`src/rtl/mac_result_drain.sv`:
```
// mac_result_drain
// Downstream stage of the MAC processing element. Every MAC result is
// captured into a per-accumulator shadow buffer indexed by its tag. A flush
// scans the buffer in tag order and streams only the updated (dirty) entries
// over a valid/ready port. Each word is requantized from ACC_W to W bits with
// an arithmetic right shift followed by signed saturation.
//
// Build option: define MAC_RESULT_DRAIN_RELU_EN to clamp negative shifted
// values to zero, flagged through out_sat. When it is not defined, only
// signed saturation is applied.
//
// Output handshake: a word transfers on a rising edge where out_valid and
// out_ready are both 1. While out_valid is 1 and out_ready is 0, out_data,
// out_tag and out_sat stay unchanged. out_valid never drops without a
// transfer, except on clear or reset.
module mac_result_drain #(
   parameter int W       = 8,
   parameter int ACC_W   = 16,
   parameter int NUM_ACC = 8,
   parameter int TAG_W   = $clog2(NUM_ACC)
) (
   input  logic               clk,
   input  logic               rst_n,
   input  logic               clear,
   input  logic               acc_valid,
   input  logic [TAG_W-1:0]   acc_tag,
   input  logic [ACC_W-1:0]   acc_in,
   input  logic               flush,
   input  logic [3:0]         shift_amt,
   output logic               out_valid,
   input  logic               out_ready,
   output logic [W-1:0]       out_data,
   output logic [TAG_W-1:0]   out_tag,
   output logic               out_sat,
   output logic               busy,
   output logic               done
);

   localparam logic [0:0] ST_IDLE  = 1'b0;
   localparam logic [0:0] ST_DRAIN = 1'b1;

   // Saturation limits, expressed at accumulator width for direct comparison.
   localparam logic signed [ACC_W-1:0] SAT_MAX = ACC_W'((1 << (W - 1)) - 1);
   localparam logic signed [ACC_W-1:0] SAT_MIN = ACC_W'(-(1 << (W - 1)));

   logic [0:0]              state;
   logic [TAG_W-1:0]        ptr;
   logic [3:0]              shift_r;
   logic signed [ACC_W-1:0] acc_buf [NUM_ACC];
   logic [NUM_ACC-1:0]      dirty;
   // Set when the entry under ptr is rewritten after its word was sampled.
   // The entry must then stay dirty after the handshake so the newer value
   // is not lost.
   logic                    hit_r;

   logic                    last_entry;
   logic                    ptr_hit;
   logic signed [ACC_W-1:0] q_shift;
   logic signed [W-1:0]     q_data;
   logic                    q_sat;

   assign last_entry = (ptr == TAG_W'(NUM_ACC - 1));
   assign ptr_hit    = acc_valid && (acc_tag == ptr);
   assign busy       = (state == ST_DRAIN);

   // Requantize the entry under the scan pointer (shift, then clamp/saturate).
   always_comb begin
      q_shift = acc_buf[ptr] >>> shift_r;
      q_data  = q_shift[W-1:0];
      q_sat   = 1'b0;
`ifdef MAC_RESULT_DRAIN_RELU_EN
      if (q_shift[ACC_W-1]) begin
         q_data = '0;
         q_sat  = 1'b1;
      end else if (q_shift > SAT_MAX) begin
         q_data = SAT_MAX[W-1:0];
         q_sat  = 1'b1;
      end
`else
      if (q_shift > SAT_MAX) begin
         q_data = SAT_MAX[W-1:0];
         q_sat  = 1'b1;
      end else if (q_shift < SAT_MIN) begin
         q_data = SAT_MIN[W-1:0];
         q_sat  = 1'b1;
      end
`endif
   end

   // Shadow buffer: the last capture to a tag wins; clear zeroes every entry.
   always_ff @(posedge clk or negedge rst_n) begin
      if (!rst_n) begin
         for (int i = 0; i < NUM_ACC; i++) acc_buf[i] <= '0;
      end else if (clear) begin
         for (int i = 0; i < NUM_ACC; i++) acc_buf[i] <= '0;
      end else if (acc_valid) begin
         acc_buf[acc_tag] <= acc_in;
      end
   end

   // Drain FSM, dirty tracking and the registered output word.
   always_ff @(posedge clk or negedge rst_n) begin
      if (!rst_n) begin
         state     <= ST_IDLE;
         ptr       <= '0;
         shift_r   <= '0;
         dirty     <= '0;
         hit_r     <= 1'b0;
         out_valid <= 1'b0;
         out_data  <= '0;
         out_tag   <= '0;
         out_sat   <= 1'b0;
         done      <= 1'b0;
      end else if (clear) begin
         state     <= ST_IDLE;
         ptr       <= '0;
         dirty     <= '0;
         hit_r     <= 1'b0;
         out_valid <= 1'b0;
         done      <= 1'b0;
      end else begin
         done <= 1'b0;
         case (state)
            ST_IDLE: begin
               if (flush) begin
                  state   <= ST_DRAIN;
                  ptr     <= '0;
                  shift_r <= shift_amt;
               end
            end
            ST_DRAIN: begin
               if (!out_valid) begin
                  // Scan step: present a dirty entry, or move past a clean one.
                  if (dirty[ptr]) begin
                     out_valid <= 1'b1;
                     out_tag   <= ptr;
                     out_data  <= q_data;
                     out_sat   <= q_sat;
                     hit_r     <= ptr_hit;
                  end else if (last_entry) begin
                     done  <= 1'b1;
                     state <= ST_IDLE;
                  end else begin
                     ptr <= ptr + TAG_W'(1);
                  end
               end else if (out_ready) begin
                  // Handshake: retire the entry unless it was rewritten meanwhile.
                  out_valid  <= 1'b0;
                  dirty[ptr] <= hit_r;
                  if (last_entry) begin
                     done  <= 1'b1;
                     state <= ST_IDLE;
                  end else begin
                     ptr <= ptr + TAG_W'(1);
                  end
               end else if (ptr_hit) begin
                  hit_r <= 1'b1;
               end
            end
            default: state <= ST_IDLE;
         endcase
         // A capture always marks its entry dirty, overriding a same-cycle retire.
         if (acc_valid) dirty[acc_tag] <= 1'b1;
      end
   end

endmodule

```
`config.mk`:
```
export PLATFORM = sky130hd
export DESIGN_NAME = mac_result_drain
export DESIGN_NICKNAME = d
export VERILOG_FILES = /design/src/rtl/mac_result_drain.sv
export SDC_FILE = /design/constraint.sdc
export NUM_CORES = 1
export LEC_CHECK = 0
export ABC_CLOCK_PERIOD_IN_PS = 4500
export CORE_AREA = 4 4 137 139
export CTS_BUF_LIST = sky130_fd_sc_hd__clkbuf_4 sky130_fd_sc_hd__clkbuf_8
export CTS_CLUSTER_SIZE = 14
export DETAILED_ROUTE_END_ITERATION = 16
export DIE_AREA = 0 0 141 143
export MAX_ROUTING_LAYER = met4
export PLACE_DENSITY = 0.7
export SYNTH_ARGS = -nofsm -noshare
export SYNTH_HDL_FRONTEND = slang
export SYNTH_SLANG_ARGS = --single-unit
export TNS_END_PERCENT = 20
```
`constraint.sdc`:
```
create_clock -name clk -period 4.5 [get_ports clk]
set_clock_uncertainty 0.1 [all_clocks]
set_input_delay 1.125 -clock clk [delete_from_list [all_inputs] [get_ports clk]]
set_output_delay 1.125 -clock clk [all_outputs]
set_load 0.01 [all_outputs]
```
Word level (Yosys, flattened, before mapping):

Index checks and enable logic that the tools add are counted.

* register bits: 159
* word-level logic and storage cells: 109
* input port bits: 29

* shift operators: 1
* mux-type cells: 56
* $lt $le $gt $ge: 9
* eq/ne operators: 7
* $add $sub $neg: 1
* reduce and logical (&&, ||, !) cells: 11
* bitwise operators: 6

Operators by type and width (number)
* 128-bit 2-to-1 mux: 2
* 128-bit bitwise mux: 1
* 8-bit 2-to-1 mux: 8
* 16-bit binary-select mux with 3-bit select: 1
* 16-bit demux with 3-bit select: 1
* 16-bit 2-to-1 mux: 3
* 1-bit 2-to-1 mux: 28
* 3-bit 2-to-1 mux: 6
* 16-bit by 8-bit > comparator with 1-bit output (second input constant): 1
* 16-bit by 8-bit less-than comparator with 1-bit output (second input constant): 1
* 16-bit by 4-bit >>> shifter with 16-bit output: 1
* 8-bit bitwise mux: 1
* 4-bit >= comparator (second input constant): 2
* 3-bit by 4-bit less-than comparator with 1-bit output (second input constant): 2
* 4-bit != test (second input constant): 2
* 3-bit inverter with 4-bit output: 2
* 8-bit bitwise OR: 1
* 4-bit AND reduction: 2
* 1-bit demux with 3-bit select: 2
* 3-bit by 1-bit >= comparator with 1-bit output (second input constant): 2
* 3-bit != test (second input constant): 2
* 3-bit case mux with 2 select lines: 1
* 3-bit AND reduction: 2
* 1-bit logical AND: 4
* other kinds (10): 13

Logic depth before layout (Yosys ltp):

* depth after elaboration: 12
* gate-level depth with buffers: 11

Worst setup path after synthesis:

OpenSTA, ideal clock, no wires.

* path kind: flip-flop to flip-flop
* start point: register ptr[0]
* end point: register out_data[3]
* required time: 4.258 ns
* path buffers: 2
* arrival time: 2.353 ns
* library setup time: 0.142 ns
* clock period less this slack: 2.594 ns
* slack: 1.906 ns
* stages on the path, launching flop included: 11
* path through: dfrtp_1 -> buf_6 -> buf_12 -> mux2i_1 -> a22oi_2 -> and2_4 -> mux4_2 -> a2111oi_2 -> a21oi_1 -> nor4b_2 -> a221oi_1

* cells in the longest elaborated chain, start to end: 8
* elaborated cells on any way between the ends: 12

Ends and longest elaborated chain
* start: declaration: RTL line 47 `logic [TAG_W-1:0] ptr;`
* start signal: assignment: RTL line 144 `ptr <= ptr + TAG_W'(1);`
* start signal: assignment: RTL line 154 `ptr <= ptr + TAG_W'(1);`
* 3-bit inverter with 4-bit output (implied by the code): RTL line 68 `q_shift = acc_buf[ptr] >>> shift_r;`
* 16-bit binary-select mux with 3-bit select: RTL line 68
* 16-bit 2-to-1 mux (implied by the code) (2 in series): RTL line 68
* 16-bit by 4-bit >>> shifter with 16-bit output: RTL line 68
* 16-bit by 8-bit less-than comparator with 1-bit output: RTL line 83 `end else if (q_shift < SAT_MIN) begin`
* 8-bit 2-to-1 mux: RTL line 83
* 8-bit 2-to-1 mux: RTL line 80 `if (q_shift > SAT_MAX) begin`
* end signal: assignment: RTL line 137 `out_data <= q_data;`
* end: declaration: RTL line 32 `output logic [W-1:0] out_data,`

Parallel ways exist; a longest one is shown, timed or not. The select of a mux whose other input is x is not followed.
A chain may end at the register's enable or synchronous reset.

Worst setup path in the final report:

* start point: register ptr[0]
* end point: register out_data[1]

The elaborated chain is that of the path after synthesis.

==> results.yml <==
run_status:
  outcome: "completed"
sta:
  setup_viol_count_final: 0
  fmax_mhz: 297
  hold_viol: 0
  finalSetupTns_ns: 0
  finalCritPeriodShare: 0.748
  max_slew_margin: 0.337
  min_period_ns: 3.36
  finalMaxSlewViolations: 0
  finalHoldWorstSlack_ns: 0.382
  rsz0062_at_grt: "no"
  worst_pin_slew_ns: 0.993
floorplanning:
  die_height_um: 143
  die_w_um: 141
  io_pins: 44
  start_util: 0.488
  num_rows: 49
  die_area_um2: 20200
  core_um2: 17700
drt:
  drc: 0
  wl_per_cell_um: 18.8
  vias: 6994
  drt-initial-drc-count: 663
  routed_via_density: 5.81
  dr.pass1.iters: 5
  routed_wl_um: 22600
  ant_nets: 0
worst_setup_path:
  crit_fanout: 38
  rr_worst_depth: 9
  startpoint_type: "register"
  endpoint_kind: "register"
  crit_arrival_ns: 3.58
  required_ns: 4.72
  r2r_end: "out_data[1]"
  rrSetupSlack_ns: 1.14
  r2r-start: "ptr[0]"
  criticalPathCategory: "reg -> reg"
final_layout:
  layout.nets: 993
  utilization: 0.540
  syn2layout_area_growth_pct: 10.5
  final_common_cell: "nand2_1"
  layout-drive-gt1-share: 0.112
  diodes: 0
  final_cell_mix: "306 x nand2_1, 158 x dfrtp_1, 154 x a21oi_1"
global_routing:
  grt_max_degree: 83
  antenna_found_initial: 0
  grt_busiest_layer: "met2"
  grt_use_met1: 0.321
  grt_pass1_vias: 6690
  met3_usage: 0.0358
  use_met2: 0.381
  grt_use_total: 0.239
  grt_pass1_wl_um: 36600
  grt_overflow: 0
logic_synthesis:
  syn_inst: 960
  synth_nets: 991
  async_flop_share: 1.00
  ys.flop_type: "dfrtp_1"
  synth.yosys.seq_area_share: 0.461
  synthesis.area_um2: 8620
  postSynthAreaPerCell_um2: 8.98
  synth_seq_cells: 159
  yosysWarnings: 0
  ys_types: 65
  synth_edf_count: 0
worst_hold_path:
  worstHoldPathType: "reg -> reg"
  hold_depth: 2
  hp-start: "out_tag[2]"
  holdPathEnd: "out_tag[2]"
pwr:
  power_mw: 3.23
  cellLeakagePower_nw: 3.75
  powerDensity_nw_per_um2: 339
  peakVddDrop_uv: 188
clocking:
  tritoncts: "done"
  clockBufferDepth: 2
  postCtsResizedCells: 0
  post_cts_buffers: 0
  clk_latency_ns: 0.46
  numCtsBuffers: 17
  cts_hold_buffers: 0
  cts_num_sinks: 159
  clk_pin_slew_ns: 0.08
  cts_root_buffer: "clkbuf_8"
  htreeDepth: 4
job:
  max_cap_viol_count: 0
placed_design:
  port-buffer-count: 43
  dp_hpwl_um: 14500
  gp_congestion: 0.897
[through the flow]
step	setup WS (ns)	area [µm²]	cells
after CTS	1.15	9530	1204
after detailed placement	1.15	9100	1172
final	1.14	9530	1204
after global routing	0.874	9530	1204
after global placement	1.20	9100	1172
after floorplan	1.91	8620	960
[metal layers]
metal / vias to the layer above / wire length, µm
li1: 3303 / -
met1: 3420 / 9910
met2: 241 / 10900
met3: 30 / 1430
met4: 0 / 363
met5: - / 0
[state kept, by name (all words and copies together), names as in the netlist]
| signal | cells |
|---|---|
| out_tag | 3 |
| out_data | 8 |
| ptr | 3 |
| acc_buf | 128 |
| out_sat | 1 |
| hit_r | 1 |
| dirty | 8 |
| busy | 1 |
| done | 1 |
| out_valid | 1 |
| shift_r | 4 |
[logic make-up after synthesis]
family                     after synthesis  synth area share
AOI/OAI and AO/OA                      223             0.163
xor gates and xnor gates                 3           0.00305
buffers and inverters                   91            0.0525
and+or+nand+nor                        408             0.195
muxes                                   74             0.122
DFF                                    159             0.461
adders and majority gates                2           0.00290
[synthesized netlist by cell type, types with 2 or more instances]
library cell | count | area [µm²]
nand3b_1 | 2 | 15.0
clkbuf_1 | 45 | 169
a22oi_2 | 13 | 163
o32a_1 | 2 | 20.0
nand2_1 | 306 | 1150
nor2_1 | 32 | 120
mux4_1 | 4 | 105
a311oi_1 | 2 | 17.5
o211ai_1 | 7 | 52.6
xnor2_1 | 3 | 26.3
a31oi_1 | 2 | 12.5
nor2b_1 | 9 | 56.3
buf_12 | 3 | 60.1
nor3_1 | 7 | 35.0
o21ai_1 | 3 | 15.0
a32oi_1 | 2 | 17.5
o311ai_1 | 5 | 43.8
a22oi_1 | 2 | 15.0
and2_1 | 5 | 31.3
buf_6 | 3 | 33.8
clkbuf_2 | 12 | 60.1
o21ai_0 | 13 | 65.1
buf_2 | 8 | 40.0
mux2i_1 | 44 | 440
a21oi_1 | 154 | 771
nand3_1 | 27 | 135
ha_1 | 2 | 25.0
buf_4 | 4 | 30.0
a311oi_2 | 2 | 30.0
nand2b_1 | 5 | 31.3
dfrtp_1 | 159 | 3980
mux2_1 | 2 | 22.5
nand4_1 | 6 | 37.5
buf_1 | 6 | 22.5
inv_1 | 8 | 30.0
mux2_2 | 5 | 56.3
mux4_2 | 18 | 405
[worst max path at each step]
stage,cells after the start,start,slack [ns],endpoint
after floorplan,10,ptr[0],1.91,out_data[3]
after global placement,5,acc_tag[1],1.20,acc_buf[25]
after detailed placement,5,acc_tag[1],1.15,acc_buf[29]
after CTS,9,ptr[0],1.15,out_data[1]
after global routing,9,ptr[0],0.87,out_data[4]
final,9,ptr[0],1.14,out_data[1]
[worst max-delay path, cell delays in order, from the launching register on]
cell and delay [ns]:
dfrtp_2 0.75, buf_12 0.36, mux2i_1 0.26, a22oi_2 0.15
and2_0 0.22, mux4_2 0.54, a2111oi_2 0.23, a21oi_1 0.20
o21ai_4 0.25, o311ai_1 0.12
[where the power goes]
| group | total, mW | leakage (nW) | internal (mW) | switching [mW] |
|---|---|---|---|---|
| combinational | 0.536 | 1.35 | 0.228 | 0.308 |
| sequential | 1.56 | 2.18 | 1.49 | 0.0718 |
| clock | 1.14 | 0.213 | 0.587 | 0.548 |
[layout make-up]
class	count	area, µm²
sequential	159	3980
timing repair buffer	64	599
clock inverter	12	159
tap	229	287
fill	1628	8130
multi-input combinational	710	4200
inverter	10	37.5
clock buffer	20	269
No activity file was read; power rests on OpenSTA's default activity.
